File: src/rtl/seg_display_pkg.sv
// Shared constants for the multiplexed 4-digit seven-segment scheduler.
// HEX_SEG is indexed by nibble value; bit order {dp,g,f,e,d,c,b,a}, active-high.
package seg_display_pkg;

  localparam int NUM_DIGITS = 4;
  localparam int SLOT_TICKS = 16;

  localparam logic [15:0][7:0] HEX_SEG = {
    8'h71, 8'h79, 8'h5E, 8'h39, 8'h7C, 8'h77, 8'h6F, 8'h7F,
    8'h07, 8'h7D, 8'h6D, 8'h66, 8'h4F, 8'h5B, 8'h06, 8'h3F
  };

endpackage

File: src/rtl/hex7seg_decoder.sv
// Combinational hex nibble to seven-segment decoder; decimal point is never lit.
module hex7seg_decoder
  import seg_display_pkg::*;
(
  input  logic [3:0] i_nibble,
  output logic [7:0] o_seg
);

  assign o_seg = {1'b0, HEX_SEG[i_nibble][6:0]};

endmodule

File: src/rtl/seg_display_scheduler.sv
// Time-multiplexed 4-digit display scanner: prescaled sub-ticks give per-slot PWM
// brightness, and a frame buffer refreshed only at frame boundaries prevents tearing.
module seg_display_scheduler
  import seg_display_pkg::*;
#(
  parameter int TICK_DIV = 50000
) (
  input  logic        clock,
  input  logic        reset,
  input  logic [15:0] dataA,
  input  logic [15:0] dataB,
  input  logic        selToggle,
  input  logic [3:0]  brightness,
  input  logic        blankLeadingZeros,
  output logic [7:0]  segment,
  output logic [3:0]  digit,
  output logic        sourceSel,
  output logic        frameStart
);

  localparam int DIV_W = (TICK_DIV > 1) ? $clog2(TICK_DIV) : 1;

  logic [DIV_W-1:0] r_div;
  logic [3:0]       r_sub;
  logic [1:0]       r_idx;
  logic [3:0]       r_bright;
  logic [15:0]      r_fb;
  logic             r_fvld;
  logic             r_sel;
  logic             r_fs;
  logic [7:0]       r_seg;
  logic [3:0]       r_dig;

  logic       w_tick;
  logic       w_slot_wrap;
  logic       w_frame_wrap;
  logic [3:0] w_nib;
  logic       w_blank;
  logic       w_lit;
  logic [7:0] w_seg;

  assign w_tick       = (r_div == DIV_W'(TICK_DIV - 1));
  assign w_slot_wrap  = w_tick && (r_sub == 4'(SLOT_TICKS - 1));
  assign w_frame_wrap = w_slot_wrap && (r_idx == 2'(NUM_DIGITS - 1));

  // Position 0 is the leftmost digit, i.e. the most significant nibble.
  always_comb begin
    w_nib   = 4'h0;
    w_blank = 1'b0;
    case (r_idx)
      2'd0: begin
        w_nib   = r_fb[15:12];
        w_blank = (r_fb[15:12] == 4'h0);
      end
      2'd1: begin
        w_nib   = r_fb[11:8];
        w_blank = (r_fb[15:8] == 8'h00);
      end
      2'd2: begin
        w_nib   = r_fb[7:4];
        w_blank = (r_fb[15:4] == 12'h000);
      end
      default: begin
        w_nib   = r_fb[3:0];
        w_blank = 1'b0;
      end
    endcase
  end

  assign w_lit = r_fvld && (r_sub < r_bright) && !(blankLeadingZeros && w_blank);

  hex7seg_decoder u_dec (
    .i_nibble (w_nib),
    .o_seg    (w_seg)
  );

  always_ff @(posedge clock) begin
    if (reset) begin
      r_div    <= '0;
      r_sub    <= '0;
      r_idx    <= '0;
      r_bright <= '0;
      r_fb     <= '0;
      r_fvld   <= 1'b0;
      r_sel    <= 1'b0;
      r_fs     <= 1'b0;
      r_seg    <= '0;
      r_dig    <= '0;
    end else begin
      r_div <= w_tick ? '0 : r_div + 1'b1;
      if (w_tick) begin
        r_sub <= r_sub + 1'b1;
      end
      if (w_slot_wrap) begin
        r_idx    <= r_idx + 1'b1;
        r_bright <= brightness;
      end
      // Frame latch sees the source select as it was before this edge.
      if (w_frame_wrap) begin
        r_fb   <= r_sel ? dataB : dataA;
        r_fvld <= 1'b1;
      end
      r_fs  <= w_frame_wrap;
      r_sel <= r_sel ^ selToggle;
      r_seg <= w_lit ? w_seg : 8'h00;
      r_dig <= w_lit ? (4'b0001 << r_idx) : 4'b0000;
    end
  end

  assign segment    = r_seg;
  assign digit      = r_dig;
  assign sourceSel  = r_sel;
  assign frameStart = r_fs;

endmodule
File: config.mk
export PLATFORM = sky130hd
export DESIGN_NAME = seg_display_scheduler
export DESIGN_NICKNAME = d
export VERILOG_FILES = /design/src/rtl/seg_display_pkg.sv /design/src/rtl/hex7seg_decoder.sv /design/src/rtl/seg_display_scheduler.sv
export SDC_FILE = /design/constraint.sdc
export NUM_CORES = 1
export LEC_CHECK = 0
export ABC_CLOCK_PERIOD_IN_PS = 6000
export CAP_MARGIN = 40
export CORE_UTILIZATION = 40
export DETAILED_ROUTE_END_ITERATION = 12
export PLACE_DENSITY = 0.61
export SLEW_MARGIN = 20
export SYNTH_ARGS = -nofsm -noshare
export SYNTH_HDL_FRONTEND = slang
export SYNTH_SLANG_ARGS = --single-unit
File: constraint.sdc
create_clock -name clock -period 6 [get_ports clock]
set_input_delay 1.8 -clock clock [delete_from_list [all_inputs] [get_ports clock]]
set_output_delay 1.8 -clock clock [all_outputs]
set_load 0.02 [all_outputs]
==> metrics.txt, run 1 <==
Clk Latency, worst-skew pair between 0.3 and 0.4 ns; # hold bufs at CTS 0; measured slew at the worst slew-check pin 0.795 ns; Mapped Area between 2000 and 3000 sq um; hpwl dp ~4.2 mm; run status finished clean; synthesis-to-finish area growth 24.8%; final hold vios 0; flop-to-flop setup slack ~3.5 ns; Reg-to-Reg Start r_idx[0]$_SDFFE_PP0P_; Worst R2R Path Depth 9; Post-synth EDFFs 0; fill cell count around 640; Placer Congestion 0.813; worst vdd rail ir drop roughly 0.00011 V; setup tns final 0 ns; layout cells sized above 1 0.0922; # Post-CTS Setup Buffers 0; Clock Skew 0.00828 ns; Cell Chain, Critical Path clkdlybuf4s50_1; top cells by area, synth dfxtp_1, ha_1, mux2i_1; Synth top area share 0.404; Slew headroom 0.470; die area ~7300 sq um; Pre-antenna DRT Iters 4; vias in the first global route 2,144; clock tree buffer depth 2; Fmax about 0.28 GHz; hold path depth 2; RSZ-0062 raised after global routing false; Clock Sinks 56; WL/cell 13.6 um; initial antenna violation count 0; Arr. time, crit path around 1.7 ns; Total Power between 600 and 700 uW; area leader, netlist dfxtp_1; Async SR Flop Fraction 0; CTS tree yes; Mapped Cells approximately 300; Worst Hold Class reg -> reg; Period minus WS final ~3.5 ns; drt drc 0; Slowest cell on crit path clkdlybuf4s50_1; post-layout worst setup margin between 2 and 2.5 ns; boundary pin count 54; Fin Hold WS 0.482 ns; Worst Hold Endpoint r_bright[3]$_SDFFE_PP0P_; crit start category flop; CTS root buf clkbuf_8; Via Count 2,210; largest net degree at the start of global routing 34; Rows 30; global-route wire length before repair slightly below 10 mm; starting utilization of the core area 0.411; Avg Vias per Cell just over 5; worst r2r dst segment[1]$_SDFF_PP0_; Total GRT Usage 0.167; final wirelength ~5.8 mm; Post-CTS Resized 0; critical path class reg -> out; Leak ~0.0012 uW; Core Region 6760 sq um; Synth cell types 46; Routed Antenna Nets 0; Top FF cell, synth dfxtp_1; most numerous cell in the Yosys netlist dfxtp_1; # diodes 0; Synth top cells by count dfxtp_1, nor2_1, mux2i_1, ha_1; Num CTS Buffers 5; final count of negative-setup-slack endpoints 0; Worst Path Buf+Inv 1; final slew viol count 0; register area share after synthesis 0.404; IO Port Bufs 52; H-tree levels 2; synth warn 0; max cap viols 0; clk slew on worst S/H paths about 0.10 ns; Iteration-0 DRC Markers 110; fin nets 403; Die Wd 85.3 um; Final period util 0.588; CP peak stage delay between 0.7 and 0.8 ns; crit path max fanout 9; Critical Path End Type output port; synthesized area per cell 9.32 sq um; pre-CTS setup slack ~2.5 ns; delay-heaviest family, CP buffers and inverters; PwrDens between 150 and 200 nW/um^2; Worst Min Path Start r_bright[3]$_SDFFE_PP0P_; Worst Path Required around 4.2 ns; Die H between 80 and 90 um; syn_nets roughly 360; Yosys reg bits 56; GRT overflow 0
layout make-up:
cell class / instances / area [sq um] / area share
clock inverter: 3 / 46.3 / 0.0134
inverter: 14 / 52.6 / 0.0152
clock buffer: 5 / 68.8 / 0.0199
sequential: 56 / 1120 / 0.323
multi-input combinational: 214 / 1530 / 0.440
timing repair buffer: 55 / 551 / 0.159
tap: 80 / 100 / 0.0289
metrics by stage:
step	instances	util	instance area, sq um
after floorplan	298	-	2780
after global placement	418	0.494	3340
after detailed placement	419	0.496	3350
after CTS	427	0.513	3470
after global routing	427	0.513	3470
final	427	0.513	3470
cell usage in the layout, fill, tap and decap left out, types with 2 or more instances in the layout:
master	count
a22oi_1	2
o21ai_0	15
nand4b_1	2
xor2_1	9
clkdlybuf4s50_1	52
a21oi_1	15
inv_1	13
nand3_1	6
or3_1	4
a211oi_2	13
nand2b_1	3
and2_1	2
dfxtp_1	56
nor2_2	3
nand4_1	2
nor4_1	4
nor3_1	6
clkbuf_8	5
buf_4	2
nand2_1	15
nor2_1	40
ha_1	17
and4_1	2
a221oi_1	4
xnor2_1	6
a222oi_1	2
mux2i_1	19
a211oi_1	5
or4_1	3
mux2_2	2
where the power goes:
group | total (uW) | internal, uW | switching, uW
logic | 57.3 | 35.6 | 21.7
registers | 379 | 374 | 4.79
clock network | 257 | 126 | 131
total | 693 | 535 | 157
metal layers:
| layer | share of wire | track usage | vias to the layer above |
|---|---|---|---|
| li1 | - | - | 1147 |
| met5 | 0 | 0 | - |
| met1 | 0.48 | 0.210 | 1013 |
| met4 | 0.0091 | 0.0409 | 0 |
| met2 | 0.46 | 0.287 | 45 |
| met3 | 0.056 | 0.0409 | 5 |
worst max path at each step:
stage / depth (start not counted) / end / startpoint / slack (ns)
2_1_floorplan: 3 / r_fvld$_SDFFE_PP0P_ / reset / 3.36
3_3_place_gp: 1 / sourceSel / sourceSel$_SDFF_PP0_ / 2.41
3_5_place_dp: 6 / segment[2]$_SDFF_PP0_ / reset / 2.53
4_1_cts: 1 / sourceSel / sourceSel$_SDFF_PP0_ / 2.45
5_1_grt: 1 / sourceSel / sourceSel$_SDFF_PP0_ / 2.41
6_report: 1 / sourceSel / sourceSel$_SDFF_PP0_ / 2.47
logic make-up (layout without fill, tap and decap cells):
logic type	count (synthesis)	in the layout	share of synthesized area
buffers and inverters	28	77	0.0468
AO/OA/AOI/OAI	62	62	0.168
flip-flops	56	56	0.404
other	1	1	0.00135
adder cells (fa/ha/maj)	17	17	0.0766
AND/OR/NAND/NOR	98	98	0.180
XOR/XNOR	15	15	0.0473
multiplexers	21	21	0.0766
sequential cells by signal (all words and copies together) (netlist names):
name        cells
sourceSel       1
r_fb           16
segment         7
r_div          16
digit           4
r_sub           4
r_fvld          1
r_idx           2
frameStart      1
r_bright        4
Power figures use the tool's default switching activity.
==> run 2, diff against run 1 <==
--- a/config.mk
+++ b/config.mk
@@ -5,7 +5,7 @@
 export SDC_FILE = /design/constraint.sdc
 export NUM_CORES = 1
 export LEC_CHECK = 0
-export ABC_CLOCK_PERIOD_IN_PS = 6000
+export ABC_CLOCK_PERIOD_IN_PS = 3700
 export CAP_MARGIN = 40
 export CORE_UTILIZATION = 40
 export DETAILED_ROUTE_END_ITERATION = 12
==> constraint.sdc (replaced) <==
create_clock -name clock -period 3.7 [get_ports clock]
set_input_delay 1.11 -clock clock [delete_from_list [all_inputs] [get_ports clock]]
set_output_delay 1.11 -clock clock [all_outputs]
set_load 0.02 [all_outputs]
==> run 2 against run 1 <==
Effect of this change:
- largest power group unchanged
- utilization shrank 0.67 points
- wire length rose by 0.10%
- critical path depth increased by 3
==> metrics.txt, run 2 (synthesis results as in run 1) <==
CP peak stage delay roughly 0.8 ns; initial antenna violation count 0; synthesis-to-finish area growth 23.2%; drt drc 0; Worst Path Buf+Inv 0; GRT overflow 0; Worst Hold Class reg -> reg; Multi-input gate area between 1500 and 2000 sq um; Switching Share 0.225; Placed Area 3340 sq um; pre-CTS setup slack roughly 0.96 ns; Clk pwr share 0.311; final slew viol count 0; Combinational Power Share 0.093; Clock Skew around 0.0080 ns; boundary pin count 54; Clock Sinks 56; Arr. time, crit path about 2.7 ns; critical path class reg -> reg; Cell Chain, Critical Path or4bb_1, or4_1, nand2b_1, nor2_1; # hold bufs at CTS 0; IO Port Bufs 52; run status finished clean; H-tree levels 2; Int Pwr 792 uW; Fmax just over 0.4 GHz; die area between 7000 and 8000 sq um; Die Wd 85.3 um; fin nets 403; final hold vios 0; Num CTS Buffers 5; measured slew at the worst slew-check pin around 0.74 ns; Final period util 0.668; Total GRT Usage 0.166; final count of negative-setup-slack endpoints 0; Routed Antenna Nets 0; # Post-CTS Setup Buffers 0; final non-filler cell total approximately 430; vias in the first global route slightly above 2k; commonest non-fill, non-tap cell in the layout dfxtp_1; Core Region just under 7000 sq um; final instance area 3420 sq um; Slowest cell on crit path or4_1; Net Sw Power 231 uW; post-layout worst setup margin ~1.2 ns; setup tns final 0 ns; Sequential Power Share 0.595; max cap viols 0; Post-CTS Resized 0; Die H 85.3 um; flop-to-flop setup slack around 1.2 ns; Iteration-0 DRC Markers between 80 and 90; clock tree buffer depth 2; starting utilization of the core area 0.411; # diodes 0; Pre-antenna DRT Iters 4; crit start category flop; CTS tree yes; WL/cell roughly 14 um; Clk Latency, worst-skew pair between 0.3 and 0.4 ns; fill cell count 670; RSZ-0062 raised after global routing false; largest net degree at the start of global routing 34; Period minus WS final 2.47 ns; global-route wire length before repair 9.64 mm; Leak roughly 0.0012 uW; Fin Hold WS around 0.47 ns; Via Count approximately 2.2k; Worst Path Required about 3.9 ns; clk slew on worst S/H paths ~0.090 ns; final wirelength ~5.8 mm; Critical Path End Type flop; Rows 30; Slew headroom 0.505; hpwl dp roughly 4.2 mm; Placer Congestion between 0.8 and 0.9; worst vdd rail ir drop between 0.0001 and 0.00015 V; delay-heaviest family, CP simple AND/OR/NAND/NOR gates; dpl cells between 400 and 500; PwrDens between 200 and 300 nW/um^2; Avg Vias per Cell roughly 5.2; crit path max fanout 16; most frequent cells in the layout dfxtp_1, clkdlybuf4s50_1, nor2_1; layout cells sized above 1 0.0867; CTS root buf clkbuf_8; Seq. cell area ~1100 sq um
## run 2: changes by cell type in the layout (fill, tap and decap cells not counted), sizes merged
cell / change
inv: -1
clkbuf: +1
clkinvlp: -1
bufinv: -1
clkinv: +1
## run 2: worst reg2reg max path, cell delays in order, from the launching register on
cell	delay (ns)
dfxtp_1	0.36
or4bb_1	0.54
or4_1	0.78
nand2b_1	0.55
nor2_1	0.11
## run 2: final cells by class
type | count | area share
flip-flops and latches | 56 | 0.328
well taps | 80 | 0.0293
clock inverters | 1 | 0.00146
clock buffers | 6 | 0.0212
inverters | 14 | 0.0154
multi-input cells | 214 | 0.446
repair buffers | 55 | 0.159
## run 2: per-layer routing
layer	global-route usage	vias to the layer above	part of all wire
li1	-	1149	-
met1	0.208	1022	0.48
met2	0.282	42	0.46
met3	0.0350	10	0.043
met4	0.0591	0	0.018
met5	0	-	0
## run 2: final timing paths
check | to | cells after the start | start
min reg2reg | r_div[0]$_SDFF_PP0_ | 1 | r_div[0]$_SDFF_PP0_
min | r_div[0]$_SDFF_PP0_ | 1 | r_div[0]$_SDFF_PP0_
max | r_div[14]$_SDFF_PP0_ | 4 | r_div[5]$_SDFF_PP0_
max reg2reg | r_div[14]$_SDFF_PP0_ | 4 | r_div[5]$_SDFF_PP0_
## run 2: stage by stage
| stage | power (uW) | util |
|---|---|---|
| floorplan | 667 | - |
| global placement | 719 | 0.495 |
| detailed placement | 720 | 0.495 |
| CTS | 1040 | 0.506 |
| global route | 1070 | 0.506 |
| finish | 1020 | 0.506 |
## run 2: power by group through the flow
| stage | sequential [uW] | combinational (uW) | clock [uW] |
|---|---|---|---|
| 6_report | 609 | 95.5 | 318 |
| 3_3_place_gp | 623 | 96.0 | 0 |
| 4_1_cts | 609 | 97.7 | 332 |
| 2_1_floorplan | 624 | 42.8 | 0 |
| 5_1_grt | 610 | 103 | 358 |
| 3_5_place_dp | 623 | 97.3 | 0 |
==> run 3, diff against run 2 <==
--- a/config.mk
+++ b/config.mk
@@ -5,7 +5,7 @@
 export SDC_FILE = /design/constraint.sdc
 export NUM_CORES = 1
 export LEC_CHECK = 0
-export ABC_CLOCK_PERIOD_IN_PS = 3700
+export ABC_CLOCK_PERIOD_IN_PS = 2500
 export CAP_MARGIN = 40
 export CORE_UTILIZATION = 40
 export DETAILED_ROUTE_END_ITERATION = 12
==> constraint.sdc (replaced) <==
create_clock -name clock -period 2.5 [get_ports clock]
set_input_delay 0.75 -clock clock [delete_from_list [all_inputs] [get_ports clock]]
set_output_delay 0.75 -clock clock [all_outputs]
set_load 0.02 [all_outputs]
==> run 3 against run 2 <==
Effect of this change:
- first-iteration DRC count fell by 11%
- fmax rose by 9.0%
- non-clock buffer count rose by 6
- critical path depth did not move
- sequential share of layout area fell by 0.74 points
- utilization rose by 1.2 points
- sequential cell count did not move
- total power rose by 52%
- combinational power rose by 49%
- count of clock-buffer cells in the layout fell by 1
==> metrics.txt, run 3 (synthesis results as in run 1) <==
worst vdd rail ir drop between 0.0002 and 0.0003 V; delay-heaviest family, CP simple AND/OR/NAND/NOR gates; final count of negative-setup-slack endpoints 0; Total GRT Usage 0.166; fill cell count roughly 650; clk slew on worst S/H paths 0.10 ns; Slowest cell on crit path or4_1; CTS root buf clkbuf_8; GRT overflow 0; largest net degree at the start of global routing 34; Rows 30; final slew viol count 0; setup tns final 0 ns; H-tree levels 2; # hold bufs at CTS 0; Num CTS Buffers 5; Switching Share 0.239; Net Sw Power ~370 uW; # diodes 0; Die H 85.3 um; Period minus WS final roughly 2.3 ns; Fmax 0.441 GHz; Worst Path Buf+Inv 0; Clock Skew ~0.0067 ns; final wirelength about 5.7 mm; RSZ-0062 raised after global routing false; Combinational Power Share 0.092; Cell Chain, Critical Path or4bb_1, or4_1, or3_1, a21oi_1; boundary pin count 54; Slew headroom 0.493; drt drc 0; Clk Latency, worst-skew pair about 0.31 ns; run status finished clean; Multi-input gate area between 1500 and 2000 sq um; most frequent cells in the layout dfxtp_1, clkdlybuf4s50_1, nor2_1; hpwl dp between 4 and 5 mm; CTS tree yes; CP peak stage delay approximately 0.76 ns; commonest non-fill, non-tap cell in the layout dfxtp_1; crit path max fanout 12; initial antenna violation count 0; final core utilization 0.518; Via Count ~2.3k; crit start category flop; clock tree buffer depth 2; die area between 7000 and 8000 sq um; final hold vios 0; Pre-antenna DRT Iters 4; Iteration-0 DRC Markers 78; IO Port Bufs 52; Clock Sinks 56; Seq. cell area 1120 sq um; Post-CTS Resized 0; measured slew at the worst slew-check pin between 0.7 and 0.8 ns; Arr. time, crit path around 2.5 ns; Clk pwr share 0.327; Leak about 0.0013 uW; Worst Path Required about 2.8 ns; PwrDens 443 nW/um^2; global-route wire length before repair 9.65 mm; Avg Vias per Cell approximately 5.2; vias in the first global route approximately 2.2k; Die Wd 85.3 um; fin nets slightly above 400; Critical Path End Type flop; Core Region between 6000 and 7000 sq um; Routed Antenna Nets 0; # Post-CTS Setup Buffers 0; Placer Congestion approximately 0.8; Sequential Power Share 0.581; layout cells sized above 1 0.110; critical path class reg -> reg; Worst Hold Class reg -> reg; Final period util 0.907; WL/cell 13.3 um; max cap viols 0; starting utilization of the core area 0.411; synthesis-to-finish area growth 26.0%; Int Pwr ~1200 uW
run 3: cell count changes in the layout (fill, tap and decap cells not counted), sizes merged:
cell / previous run / this run
buf: 3 / 9
clkinvlp: 0 / 2
clkbuf: 6 / 5
run 3: stage by stage:
step	total power (uW)	cells	hold WS (ns)	setup slack [ns]	instance area (sq um)
2_1_floorplan	987	298	0.426	0.336	2780
3_3_place_gp	1060	425	0.439	0.210	3400
3_5_place_dp	1070	425	0.455	0.213	3400
4_1_cts	1580	433	0.475	0.187	3490
5_1_grt	1620	433	0.485	0.0513	3500
6_report	1550	433	0.476	0.232	3500
run 3: cell type report:
cell class | count | share of cell area
multi-input cells | 214 | 0.438
flip-flops and latches | 56 | 0.320
repair buffers | 61 | 0.172
well taps | 80 | 0.0286
clock buffers | 5 | 0.0197
inverters | 14 | 0.0150
clock inverters | 3 | 0.00679
run 3: worst paths after layout:
path	from	to	slack [ns]	cells after the start
setup / recovery	r_div[5]$_SDFF_PP0_	r_sub[3]$_SDFFE_PP0P_	0.23	4
setup reg to reg	r_div[5]$_SDFF_PP0_	r_sub[3]$_SDFFE_PP0P_	0.23	4
hold reg to reg	r_div[0]$_SDFF_PP0_	r_div[0]$_SDFF_PP0_	0.48	1
hold / removal	r_div[0]$_SDFF_PP0_	r_div[0]$_SDFF_PP0_	0.48	1
run 3: per-layer routing:
metal | global-route usage | vias to the layer above | wire, um
li1 | - | 1159 | -
met1 | 0.207 | 1022 | 2740
met2 | 0.273 | 60 | 2560
met3 | 0.0370 | 10 | 316
met4 | 0.0788 | 0 | 136
met5 | 0 | - | 0
run 3: power groups by stage:
stage / logic, uW / clock network, uW / registers (uW)
after floorplan: 63.3 / 0 / 923
after global placement: 142 / 0 / 922
after detailed placement: 144 / 0 / 922
after CTS: 144 / 530 / 902
after global routing: 154 / 559 / 903
final: 142 / 507 / 902
==> RTL change: new RTL, settings of run 2 <==
Put one more register stage on the output `segment`. The value now appears one clock later. The other outputs are not delayed to match. Comments in the files are not updated.
--- a/src/rtl/seg_display_scheduler.sv
+++ b/src/rtl/seg_display_scheduler.sv
@@ -107,7 +107,9 @@
     end
   end
 
-  assign segment    = r_seg;
+  always_ff @(posedge clock) begin
+    segment <= r_seg;
+  end
   assign digit      = r_dig;
   assign sourceSel  = r_sel;
   assign frameStart = r_fs;
Behaviour: no difference found for any inputs over 10 cycles, from zero or initial values and one cycle with reset high; that may be too few to reach the edited logic, so the function may still have changed.
==> RTL change against run 2 <==
- wire length shrank 1.0%
- area after synthesis grew 5.0%
- synthesized cell count grew 2.3%
- cell area grew 7.4%
- utilization grew 2.6 points
- count of clock-buffer cells in the layout grew 7
- via count grew 2.6%
- register-to-register slack lost 0.02 ns
- sequential cell count grew 7
- setup slack lost 0.22 ns
- power grew 26%
- critical path depth shrank 2
- highest routed layer unchanged
==> RTL change: results (changes against run 2) <==
metric	value	unit	change
Cell variety after synth	46		unchanged
Via-to-Cell Ratio	4.99		-4.4%
number of design-rule violations left by the first detailed-router iteration	81		-8.0%
setup clock skew after layout	0.00606	ns	-0.00193 ns
sequential area share after synthesis	43.2	%	+2.9 points
max-slew headroom at the worst pin	48.8	%	-1.7 points
most frequent cells after synthesis	63 x dfxtp_1, 40 x nor2_1, 19 x mux2i_1		
static leakage	1.32	nW	+8.7%
Synthesized Nets	362		+2.0%
sum of routed wire length over all layers	5750	um	-1.0%
largest net degree at the start of global routing	34		unchanged
Placement Setup Slack	1.01	ns	+0.0501 ns
detailed route wirelength on metal2	2550	um	-4.7%
count of inserted antenna diode cells	0		unchanged
share of cells above drive strength 1	10.2	%	+1.6 points
Post-CTS Setup Inserts	0		unchanged
port bufs	52		unchanged
main area contributors after synthesis	dfxtp_1 43%, ha_1 7.3%, mux2i_1 6.5%, a211oi_2 5.6%, nor2_1 5.1%		
worst-path maximum fanout	18		+2
routability-driven placement congestion ratio	0.829		-2.7%
wl on met1	2760	um	-0.83%
via count of the first global-routing pass	2197		+9.0%
Final Net Count	415		+3.0%
data arrival time of the worst path	1.58	ns	-1.07 ns
TritonRoute pass-1 iters	4		unchanged
Root Driver	clkbuf_8		
result of the run	finished, final reports clean		
post-CTS clock slew at the launch and capture registers of the worst setup and hold paths	0.06	ns	-0.03 ns
wire length of the first global-routing pass	9800	um	+1.6%
sum of met3 wire segment lengths after detailed routing	305	um	+22%
HPWL Detailed	4190	um	-0.17%
number of buffers created by CTS	9		+4
peak ir drop on the vdd network	186	uV	+26%
clock latency reported for the late side of the worst-skew pair	0.34	ns	+0.03 ns
overall fraction of global-route tracks in use	16.8	%	+0.24 points
number of gates resized after CTS	0		unchanged
Clock H-tree levels	3		+1
[RTL change: cell count changes in the layout (fill, tap and decap cells not counted)]
cell / run 2 / this run
clkbuf_8: 5 / 11
clkbuf_1: 1 / 2
dfxtp_1: 56 / 63
buf_4: 3 / 4
[RTL change: cell type report]
class                      instances  area, um^2
clock buffer                      13         159
clock inverter                     1        5.00
fill                             680        3230
inverter                          14        52.6
multi-input combinational        214        1530
sequential                        63        1260
tap                               96         120
timing repair buffer              56         551
[RTL change: worst paths after layout]
kind,from,to,slack [ns],cells after the start
setup / recovery,sourceSel,sourceSel,1.01,2
hold / removal,r_seg[6],segment[6],0.33,0
setup reg to reg,r_idx[0],r_seg[1],1.21,7
hold reg to reg,r_seg[6],segment[6],0.33,0
[RTL change: metal layers]
| metal | global-route usage (%) | vias up |
|---|---|---|
| met5 | 0 | - |
| met4 | 9.84 | 0 |
| met3 | 3.79 | 13 |
| met2 | 26.5 | 59 |
| met1 | 21.1 | 1024 |
| li1 | - | 1184 |
[RTL change: report_power, final]
part           switching (mW)  internal [mW]
clock                   0.240          0.271
combinational          0.0384         0.0570
sequential            0.00261          0.682
total                   0.281           1.01
[RTL change: per-stage QoR]
stage,util (%),std cells,cell area [um^2],total power [mW],hold WS [ns]
after global placement,50.8,443,3510,0.795,0.313
after floorplan,-,305,2920,0.744,0.310
final,53.2,457,3670,1.29,0.326
after global routing,53.2,457,3670,1.35,0.333
after CTS,53.2,457,3670,1.31,0.327
after detailed placement,50.8,443,3510,0.797,0.313
[RTL change: logic make-up (layout without fill, tap and decap cells)]
| family | Yosys count | count (layout) | synth area share [%] |
|---|---|---|---|
| other | 1 | 1 | 0.129 |
| buffers and inverters | 28 | 84 | 4.46 |
| DFF | 63 | 63 | 43.2 |
| AOI/OAI and AO/OA | 62 | 62 | 16.0 |
| adders and majority gates | 17 | 17 | 7.29 |
| and+or+nand+nor | 98 | 98 | 17.1 |
| xor gates and xnor gates | 15 | 15 | 4.50 |
| muxes | 21 | 21 | 7.29 |
[RTL change: worst max-delay path: stages, from the launching register on]
cell and delay [ns]:
dfxtp_1 0.30, buf_4 0.28, clkdlybuf4s50_1 0.67
